## src/rtl/imm_target_pipe.sv

```systemverilog
// Two-stage RV32I immediate decoder and PC-relative target generator with valid/ready flow control.
// Optional macro IMM_TARGET_MISALIGN_EN adds a registered target_misalign output for B/J targets.

package imm_target_pkg;
  localparam logic [2:0] F_R   = 3'd0;
  localparam logic [2:0] F_I   = 3'd1;
  localparam logic [2:0] F_S   = 3'd2;
  localparam logic [2:0] F_B   = 3'd3;
  localparam logic [2:0] F_U   = 3'd4;
  localparam logic [2:0] F_J   = 3'd5;
  localparam logic [2:0] F_ILL = 3'd7;
endpackage

module imm_target_dec #(
  parameter int XLEN = 32
) (
  input  logic [31:0]     inst,
  output logic [XLEN-1:0] imm,
  output logic [2:0]      fmt,
  output logic            illegal
);
  import imm_target_pkg::*;

  always_comb begin
    fmt = F_ILL;
    if (inst[1:0] == 2'b11) begin
      unique case (inst[6:2])
        5'b01101, 5'b00101:                   fmt = F_U;
        5'b11011:                             fmt = F_J;
        5'b11001, 5'b00000, 5'b00100, 5'b11100: fmt = F_I;
        5'b01000:                             fmt = F_S;
        5'b11000:                             fmt = F_B;
        5'b01100:                             fmt = F_R;
        default:                              fmt = F_ILL;
      endcase
    end
  end

  // Signed size casts do the sign extension, so XLEN=64 needs no extra fields.
  always_comb begin
    imm = '0;
    unique case (fmt)
      F_I:     imm = XLEN'($signed(inst[31:20]));
      F_S:     imm = XLEN'($signed({inst[31:25], inst[11:7]}));
      F_B:     imm = XLEN'($signed({inst[31], inst[7], inst[30:25], inst[11:8], 1'b0}));
      F_U:     imm = XLEN'($signed({inst[31:12], 12'b0}));
      F_J:     imm = XLEN'($signed({inst[31], inst[19:12], inst[20], inst[30:21], 1'b0}));
      default: imm = '0;
    endcase
  end

  assign illegal = (fmt == F_ILL);
endmodule

module imm_target_pipe #(
  parameter int XLEN = 32
) (
  input  logic            clk,
  input  logic            rst_n,
  input  logic            flush,
  input  logic            in_valid,
  output logic            in_ready,
  input  logic [31:0]     inst,
  input  logic [XLEN-1:0] pc,
  output logic            out_valid,
  input  logic            out_ready,
  output logic [XLEN-1:0] imm,
  output logic [XLEN-1:0] target,
  output logic [2:0]      fmt,
  output logic            illegal
`ifdef IMM_TARGET_MISALIGN_EN
  ,
  output logic            target_misalign
`endif
);
  import imm_target_pkg::*;

  typedef struct packed {
    logic [XLEN-1:0] imm;
    logic [2:0]      fmt;
    logic            illegal;
  } dec_t;

  dec_t            dec, s1, s2;
  logic [XLEN-1:0] s1_pc, s1_sum, s2_target;
  logic [2:1]      vld_pipe;
  logic            s1_adv, s2_adv, accept;

  imm_target_dec #(.XLEN(XLEN)) u_dec (
    .inst    (inst),
    .imm     (dec.imm),
    .fmt     (dec.fmt),
    .illegal (dec.illegal)
  );

  assign s2_adv   = !vld_pipe[2] || out_ready;
  assign s1_adv   = !vld_pipe[1] || s2_adv;
  assign in_ready = rst_n && s1_adv && !flush;
  assign accept   = in_valid && in_ready;
  assign s1_sum   = s1_pc + s1.imm;

`ifdef IMM_TARGET_MISALIGN_EN
  logic s1_mis, s2_mis;
  assign s1_mis = ((s1.fmt == F_B) || (s1.fmt == F_J)) && (s1_sum[1:0] != 2'b00);
`endif

  // Flush only kills the valid bits; data registers are left as-is.
  always_ff @(posedge clk) begin
    if (!rst_n) begin
      vld_pipe  <= '0;
      s1        <= '0;
      s1_pc     <= '0;
      s2        <= '0;
      s2_target <= '0;
`ifdef IMM_TARGET_MISALIGN_EN
      s2_mis    <= 1'b0;
`endif
    end else if (flush) begin
      vld_pipe <= '0;
    end else begin
      if (s2_adv) begin
        vld_pipe[2] <= vld_pipe[1];
        if (vld_pipe[1]) begin
          s2        <= s1;
          s2_target <= s1_sum;
`ifdef IMM_TARGET_MISALIGN_EN
          s2_mis    <= s1_mis;
`endif
        end
      end
      if (s1_adv) begin
        vld_pipe[1] <= accept;
        if (accept) begin
          s1    <= dec;
          s1_pc <= pc;
        end
      end
    end
  end

  assign out_valid = vld_pipe[2];
  assign imm       = s2.imm;
  assign fmt       = s2.fmt;
  assign illegal   = s2.illegal;
  assign target    = s2_target;
`ifdef IMM_TARGET_MISALIGN_EN
  assign target_misalign = s2_mis;
`endif
endmodule

```

## config.mk

```make
export PLATFORM = sky130hd
export DESIGN_NAME = imm_target_pipe
export DESIGN_NICKNAME = d
export VERILOG_FILES = /design/src/rtl/imm_target_pipe.sv
export SDC_FILE = /design/constraint.sdc
export NUM_CORES = 1
export LEC_CHECK = 0
export CAP_MARGIN = 20
export CORE_MARGIN = 3
export CORE_UTILIZATION = 47
export CTS_CLUSTER_DIAMETER = 50
export DETAILED_ROUTE_END_ITERATION = 6
export GPL_ROUTABILITY_DRIVEN = 1
export HOLD_SLACK_MARGIN = 0.06
export PLACE_DENSITY = 0.76
export SKIP_LAST_GASP = 1
export SYNTH_ARGS = -nofsm -noshare
export SYNTH_HDL_FRONTEND = slang
export SYNTH_SLANG_ARGS = --single-unit
```

## constraint.sdc

```tcl
create_clock -name clk -period 2.3 [get_ports clk]
set_input_delay 0.345 -clock clk [delete_from_list [all_inputs] [get_ports clk]]
set_output_delay 0.345 -clock clk [all_outputs]
set_load 0.02 [all_outputs]
```

* Word-level counts from Yosys, hierarchy flattened
Memories as Yosys holds them, arrays and structs flattened.
Index checks and enable logic that the tools add are counted.
** Word-level totals
- Bits in registers :: 138
- Memory bits (read-only) :: 96
- Logic and storage cells :: 34
- Memories kept :: 1
** Cells by class
- Add/subtract/negate cells :: 1
- Eq/ne operators :: 7
- Muxes and demuxes :: 2
- Bitwise gates (word level) :: 2
- Reduce and logical (&&, ||, !) cells :: 11
** Memories
- (name not given) :: depth 32, width 3, read ports 1, clocked after Yosys merged registers in 0, wr ports 0, line 27 : unique case (inst[6:2])
** Operators by type and width (number)
- 32-bit case mux with 5 select lines :: 1
- 32-bit adder :: 1
- 3-bit equality test, second input constant :: 3
- 3-bit by 2-bit equality test with 1-bit output, second input constant :: 2
- 3-bit AND reduction :: 2
- 3-bit by 1-bit equality test with 1-bit output, second input constant :: 1
- 1-bit logical AND :: 3
- 1-bit zero test :: 3
- 3-bit 2-to-1 mux :: 1
- 2-bit equality test, second input constant :: 1
- 1-bit logical OR :: 2
- 1-bit inverter :: 2
- 2-bit OR reduction :: 1

* Depth between registers and ports, before layout
Gate-level depths: netlist of run 1.
- Word-level depth :: 7
- Gate-level depth with buffers :: 10
- Mapped depth without buffers :: 9

* Hierarchy
Synthesis of run 1 repeated with hierarchy kept, for this count alone.
** Unflattened totals
- Cell total of the unflattened synthesis :: 906
- Area total of the unflattened synthesis :: 7020.5 um2
** By module, submodules not included
- imm_target_pipe :: instances 1, cells each 823, area each 6411.1 um2
- imm_target_dec :: instances 1, cells each 83, area each 609.3 um2

* Worst setup path before layout of run 1
No wires, ideal clock.
- Kind :: register -> register
- From :: register s1[4] in the netlist's numbering
- To :: register s2_target[16], in the netlist target[16]
- Setup time :: 0.117 ns
- Arrival :: 2.265 ns
- Required time :: 2.183 ns
- Path slack :: -0.083 ns
- Cell stages (with the launch flop) :: 9
- Buffers on the path :: 0
- Cells stage by stage :: dfxtp_1 > ha_1 > fa_1 > a211oi_2 > nor4_2 > nor3_1 > a211oi_1 > or3_1 > a32o_1
** Between the ends
- Cells in the longest elaborated chain, start to end :: 1
** Ends and longest elaborated chain
- start, declared :: line 84 : dec_t dec, s1, s2;
- start signal, assigned :: line 111 : s1 <= '0;
- start signal, assigned :: line 134 : s1 <= dec;
- 32-bit adder :: line 100 : assign s1_sum = s1_pc + s1.imm;
- end signal, assigned :: line 125 : s2_target <= s1_sum;
- end, declared :: line 85 : logic [XLEN-1:0] s1_pc, s1_sum, s2_target;
No other way between the ends.
A chain may end at the register's enable or synchronous reset.

* Final worst setup path of run 1
Ends and elaborated chain as after synthesis.

==> summary.txt, run 1 <==
Setup path
  • Element type at the critical path start: flip-flop
  • CP Class: flip-flop to flip-flop
  • Worst r2r src: s1[4]
  • Critical Path RT: between 2000 and 3000 ps
  • Arr. time, crit path: 2640 ps
  • CP Max Fanout: 3
  • Reg2Reg Depth: 8
  • CP Capture Type: flip-flop
  • Worst reg2reg setup slack: -20 ps
  • CP peak stage delay: about 370 ps
  • Critical path, cell by cell: ha_4 > fa_2 > a211oi_4 > nor4_4 > nor3_4 > a211oi_2 > or3_1 > a32o_1
  • Worst path slowest cell: fa_2
  • Capturing point of the worst reg2reg path: target[16]

Routing
  • Met2 WL: roughly 11,000 um
  • Average wire per cell in the routed design: 17.7 um
  • Drt drc: 0
  • Final ANT Viol Nets: 0
  • Routed wire length: 23,400 um
  • Initial drt markers: around 550
  • DR pass1 iterations: 5
  • Post-route met1 wirelength: roughly 10,000 um
  • Via/cell ratio: approximately 5.8
  • Metal3 WL: 1410 um
  • Via count: between 7,000 and 8,000
  • Max layer used: met4

Synth
  • Synth cell types: 65
  • Biggest area consumer among synthesized cells: dfxtp_1
  • Sequential area share after synthesis: 0.392
  • Number of synthesized flops with an enable pin: 0
  • Avg Inst Size Synth: around 7.6 sq um
  • Syn Inst Count: 930
  • Post-synth top area share: 0.392
  • Most used DFF post-synth: dfxtp_1
  • Syn Std Cell Area: ~0.0070 sq mm
  • Synthesized Nets: a little over 1,000
  • FF+latch count, synth: approximately 140
  • Most instantiated cells after synthesis: 222 x nand2_1, 154 x a21oi_1, 138 x dfxtp_1, 54 x nor2_1, 47 x o21ai_0
  • Largest cells by area after synthesis: dfxtp_1 39%, nand2_1 12%, a21oi_1 11%
  • YS warnings: 0
  • Async S/R FF share, synth: 0
  • Cell with the most instances after synthesis: nand2_1

Min path
  • Worst Min Path Start: target[27]
  • Worst Hold Depth: 2
  • WHS Endpoint: target[27]
  • Worst min path class: flip-flop to flip-flop

Pwr
  • Power Dens Cells: 566 mW/mm^2
  • Switching Fraction: 0.250
  • Static leakage: between 3 and 4 nW
  • Maximum VDD drop: ~580 uV
  • Switch Pwr: ~1.4 mW
  • Clock Power Share: 0.479
  • Share of power burned in combinational logic: 0.093
  • Sequential share of power: 0.428
  • Internal Power: 4.30 mW

Floorplan
  • Chip width: 128 um
  • Initial Util: 0.483
  • Core area: approximately 0.015 sq mm
  • Die area: 0.0165 sq mm
  • Io pins: between 100 and 150
  • Die height: 128 um
  • Number of core rows: 44

Timing
  • Final setup violating endpoints: 1
  • Skew final: 10.6 ps
  • Worst Setup Slack, final: -16.2 ps
  • Fmax: 0.432 GHz
  • Final Critical Period: ~2300 ps
  • Final Hold Fails: 0
  • Max transition margin: 0.521
  • RSZ-0062 raised after global routing: yes
  • Actual slew at the worst max-slew pin: roughly 720 ps
  • Final period util: 1.01
  • Final Slew Violations: 0

Clocking
  • Clk sinks: around 140
  • Worst skew pair latency: ~430 ps
  • CTS tree: built
  • Clock transition at path regs: ~60 ps
  • Clock root buffer: clkbuf_16
  • TritonCTS Buffers: 17
  • H-tree lvl count: 4
  • CTS max path bufs: 2

GRT
  • Vias in the first global route: approximately 7,300
  • Total GRT Usage: 0.280
  • Grt ovf: 0
  • Largest net degree at the start of global routing: 73
  • Initial antenna violation count: 0
  • First-pass GRT wire length: approximately 37,000 um

Final layout
  • Post-route cell area: just over 0.01 sq mm
  • Fillers: ~1,100
  • Final cell count without fillers: around 1,300
  • Diodes inserted: 0
  • Area Overhead vs Synth: 43.9%
  • Layout cell share with drive strength beyond 1: 0.172
  • Final nets: between 1,000 and 1,500

Job
  • Max-capacitance violation count: 0

Placement
  • Final HPWL DP: between 15,000 and 20,000 um
  • Input/output buffers: around 140
  • Cells after DPL: roughly 1,300
  • Final GP Congestion: 0.935
  • Area after DPL: ~0.0092 sq mm

Run status
  • Status: complete, but fails checks
  • Violated checks: setup timing
[worst max-delay path, delay by kind of cell (launching register included)]
kind,cells,cell delay (ps)
AND/OR/NAND/NOR,3,670
flip-flops,1,340
adder cells (fa/ha/maj),2,530
AO/OA/AOI/OAI,3,690
[worst max-delay path by stage]
stage | startpoint | endpoint | cells past startpoint
floorplan | s1[4] | target[16] | 8
global placement | inst[2] | s1[33] | 8
detailed placement | inst[2] | s1[32] | 8
CTS | s1[8] | target[28] | 8
global route | s1[18] | target[25] | 8
finish | s1[4] | target[16] | 8
[cell families after synthesis]
group                      share of synthesized area
AOI/OAI and AO/OA                              0.246
xor gates and xnor gates                      0.0211
adders and majority gates                     0.0579
buffers and inverters                         0.0393
DFF                                            0.392
muxes                                        0.00284
and+or+nand+nor                                0.241
[cell type report]
class                           count  area [sq um]  area share
Multi-Input combinational cell    721          4310       0.425
Timing Repair Buffer              236          2190       0.216
Inverter                           10          37.5     0.00370
Tap cell                          184           230      0.0227
Clock buffer                       17           425      0.0420
Sequential cell                   138          2770       0.274
Clock inverter                     15           164      0.0162
[per-layer routing]
layer,vias to the layer above,track usage
met3,48,0.0511
li1,3668,-
met1,3614,0.370
met5,-,0
met4,0,0.107
met2,322,0.457
[flip-flops by register name, indices dropped and copies added (netlist names)]
signal    count
s1           36
imm          32
s1_pc        32
target       32
fmt           3
vld_pipe      2
illegal       1
[power by group through the flow]
| stage | logic (mW) | clock network [mW] | registers [mW] |
|---|---|---|---|
| 2_1_floorplan | 0.218 | 0 | 2.50 |
| 3_3_place_gp | 0.500 | 0 | 2.50 |
| 3_5_place_dp | 0.504 | 0 | 2.50 |
| 4_1_cts | 0.516 | 2.76 | 2.45 |
| 5_1_grt | 0.576 | 2.89 | 2.46 |
| 6_report | 0.536 | 2.75 | 2.46 |
[placed cells by master, fill, tap and decap left out, drive strengths merged, types with 9 or more instances in the layout]
cell type      instances
a211oi                 9
a21o                  16
a21oi                156
and2                  11
buf                   98
clkbuf                17
clkdlybuf4s50        137
dfxtp                138
ha                    31
inv                   15
nand2                222
nand3                 25
nand4                  9
nor2                  54
nor3                  16
o21ai                 49
xnor2                 11
[stage by stage]
stage / power (mW) / util / hold WS (ps) / setup TNS [ps] / setup WS, ps
finish: 5.74 / 0.695 / 449 / -16.2 / -16.2
global route: 5.92 / 0.695 / 467 / -599 / -125
CTS: 5.73 / 0.679 / 455 / -48.2 / -48.2
detailed placement: 3.01 / 0.630 / 445 / -6330 / -466
global placement: 3.00 / 0.630 / 442 / -4680 / -326
floorplan: 2.72 / - / 432 / 0 / 29.4
[what timing repair did]
action | 4_1_cts | 5_1_grt
resized for setup | 22 | 49
buffers inserted | 3 | 3
pin swaps | 10 | 24
hold buffers | 0 | 0
setup endpoints to repair | 18 | 18
Power figures use the tool's default switching activity.
==> run 2, diff against run 1 <==
--- a/config.mk
+++ b/config.mk
@@ -12,7 +12,7 @@
 export DETAILED_ROUTE_END_ITERATION = 6
 export GPL_ROUTABILITY_DRIVEN = 1
 export HOLD_SLACK_MARGIN = 0.06
-export PLACE_DENSITY = 0.76
+export PLACE_DENSITY = 0.77
 export SKIP_LAST_GASP = 1
 export SYNTH_ARGS = -nofsm -noshare
 export SYNTH_HDL_FRONTEND = slang
==> summary.txt, run 2 (synthesis results as in run 1) <==
Clocking
  • # hold bufs at CTS: 0 (unchanged)
  • CTS tree: built (unchanged)
  • TritonCTS Buffers: 17 (unchanged)
  • CTS max path bufs: 2 (unchanged)
  • Clock root buffer: clkbuf_16 (unchanged)
  • Worst skew pair latency: 430 ps (about the same)
  • Clk sinks: 138 (unchanged)
  • H-tree lvl count: 4 (unchanged)
  • Clock transition at path regs: 60 ps (about the same)

Routing
  • Final ANT Viol Nets: 0 (unchanged)
  • Via count: 7,554 (was 7,652)
  • Drt drc: 0 (unchanged)
  • Routed wire length: 23,000 um (was 23,400 um)
  • Initial drt markers: 667 (was 553)
  • Via/cell ratio: 5.68 (was 5.79)
  • DR pass1 iterations: 5 (unchanged)
  • Average wire per cell in the routed design: 17.3 um (was 17.7 um)

Pwr
  • Maximum VDD drop: 600 uV (was 580 uV)
  • Static leakage: 3.87 nW (was 3.80 nW)
  • Power Dens Cells: 566 mW/mm^2 (about the same)

Timing
  • Final Slew Violations: 0 (unchanged)
  • Final setup violating endpoints: 6 (was 1)
  • RSZ-0062 raised after global routing: yes (unchanged)
  • Final period util: 1.03 (was 1.01)
  • Final Critical Period: 2370 ps (was 2320 ps)
  • Actual slew at the worst max-slew pin: 696 ps (was 716 ps)
  • Fmax: 0.422 GHz (was 0.432 GHz)
  • Max transition margin: 0.536 (was 0.521)
  • Skew final: 8.25 ps (was 10.6 ps)
  • Worst Setup Slack, final: -70.2 ps (was -16.2 ps)
  • Final Hold Fails: 0 (unchanged)

Final layout
  • Final cell count without fillers: 1,330 (was 1,321)
  • Top reg by flops: s1 (unchanged)
  • Fillers: 1,142 (was 1,141)
  • Layout cell share with drive strength beyond 1: 0.188 (was 0.172)
  • Area Overhead vs Synth: 45.3% (was 43.9%)
  • Most common cell after layout, fill and taps aside: nand2_1 (unchanged)
  • Commonest cells after routing, fill and taps aside: 218 x nand2_1, 141 x a21oi_1, 137 x clkdlybuf4s50_1, 122 x dfxtp_1, 103 x buf_4 (was 218 x nand2_1, 143 x a21oi_1, 137 x clkdlybuf4s50_1, 129 x dfxtp_1, 92 x buf_4)
  • Post-route cell area: 0.0102 sq mm (was 0.0101 sq mm)
  • Max reg flops: 36 (unchanged)
  • Diodes inserted: 0 (unchanged)
  • Final nets: 1,235 (was 1,225)

Run status
  • Status: complete, but fails checks (unchanged)
  • Violated checks: setup timing (unchanged)

GRT
  • First-pass GRT wire length: 36,000 um (was 36,900 um)
  • Vias in the first global route: 7,221 (was 7,292)
  • Largest net degree at the start of global routing: 67 (was 73)
  • Initial antenna violation count: 0 (unchanged)
  • Grt ovf: 0 (unchanged)
  • Total GRT Usage: 0.272 (was 0.280)

Floorplan
  • Die height: 128 um (unchanged)
  • Die area: 0.0165 sq mm (unchanged)
  • Chip width: 128 um (unchanged)
  • Io pins: 139 (unchanged)
  • Core area: 0.0146 sq mm (unchanged)
  • Number of core rows: 44 (unchanged)
  • Initial Util: 0.483 (unchanged)

Setup path
  • CP Capture Type: flip-flop (unchanged)
  • CP peak stage delay: 390 ps (was 370 ps)
  • Arr. time, crit path: 2680 ps (was 2640 ps)
  • Critical path, cell by cell: ha_1 > buf_4 > nand2_1 > o211ai_1 > a41o_1 > nor2_1 > a21oi_2 > nor4b_4 > nor4_2 (was ha_4 > fa_2 > a211oi_4 > nor4_4 > nor3_4 > a211oi_2 > or3_1 > a32o_1)
  • Worst path slowest cell: ha_1 (was fa_2)
  • Critical Path RT: 2610 ps (was 2620 ps)
  • Crit. Startpoint: s1[16] (was s1[4])
  • Reg2Reg Depth: 9 (was 8)
  • Worst r2r src: s1[16] (was s1[4])
  • CP Max Fanout: 5 (was 3)
  • Crit path to: target[30] (was target[16])
  • Worst reg2reg setup slack: -70 ps (was -20 ps)
  • Capturing point of the worst reg2reg path: target[30] (was target[16])
  • Element type at the critical path start: flip-flop (unchanged)
  • CP Class: flip-flop to flip-flop (unchanged)

Min path
  • Worst min path class: flip-flop to flip-flop (unchanged)

Placement
  • Area after DPL: 0.00921 sq mm (was 0.00920 sq mm)
  • Input/output buffers: 138 (unchanged)
  • Cells after DPL: 1,290 (was 1,283)
  • Final HPWL DP: 16,300 um (was 16,800 um)
  • Final GP Congestion: 0.949 (was 0.935)

Job
  • Max-capacitance violation count: 0 (unchanged)
run 2: changes by cell type in the layout (fill, tap and decap cells not counted), sizes merged:
cell,delta
clkinvlp,-4
bufinv,+1
inv,-5
clkbuf,+7
buf,+9
clkinv,+1
run 2: where the power goes:
group          switching, mW  total, mW  internal [mW]
registers             0.0309       2.46           2.43
logic                  0.270      0.536          0.266
clock network           1.02       2.80           1.78
run 2: what timing repair did:
item	CTS	global route
resized for setup	22	61
endpoints found under the setup margin	19	20
buffers inserted	3	7
pin swaps	14	28
run 2: worst max-delay path: cells and delay by family (launching register included):
kind	cells	cell delay, ps
AO/OA/AOI/OAI	3	850
AND/OR/NAND/NOR	4	490
adder cells (fa/ha/maj)	1	390
flip-flops	1	330
buffers and inverters	1	190
run 2: layout make-up:
class,instances,area (sq um),share of cell area
clock buffers,23,478,0.0467
clock inverters,8,118,0.0115
inverters,10,37.5,0.00367
multi-input cells,721,4350,0.425
flip-flops and latches,138,2790,0.272
well taps,184,230,0.0225
repair buffers,246,2230,0.218
run 2: worst min path at each step:
stage / cells after the start / to / slack, ps / from
3_5_place_dp: 2 / fmt[2] / 450 / fmt[2]
5_1_grt: 2 / imm[3] / 470 / imm[3]
4_1_cts: 2 / target[5] / 450 / target[5]
3_3_place_gp: 2 / imm[25] / 440 / imm[25]
2_1_floorplan: 2 / illegal / 430 / s1[0]
6_report: 2 / target[5] / 450 / target[5]
run 2: layer usage:
layer / vias to the layer above / GRT usage / wire length [um]
met5: - / 0 / 0
met1: 3542 / 0.354 / 10200
met2: 284 / 0.438 / 10800
met4: 0 / 0.110 / 623
li1: 3678 / - / -
met3: 50 / 0.0594 / 1380
run 2: through the flow:
step | worst slack (ps) | hold WS, ps | total power [mW] | setup TNS (ps) | util
final | -70.2 | 454 | 5.79 | -225 | 0.702
after global routing | -205 | 471 | 5.95 | -1200 | 0.702
after CTS | -45.5 | 455 | 5.78 | -95.1 | 0.683
after detailed placement | -371 | 449 | 3.00 | -6000 | 0.631
after global placement | -323 | 443 | 3.00 | -4680 | 0.631
after floorplan | 29.4 | 432 | 2.72 | 0 | -
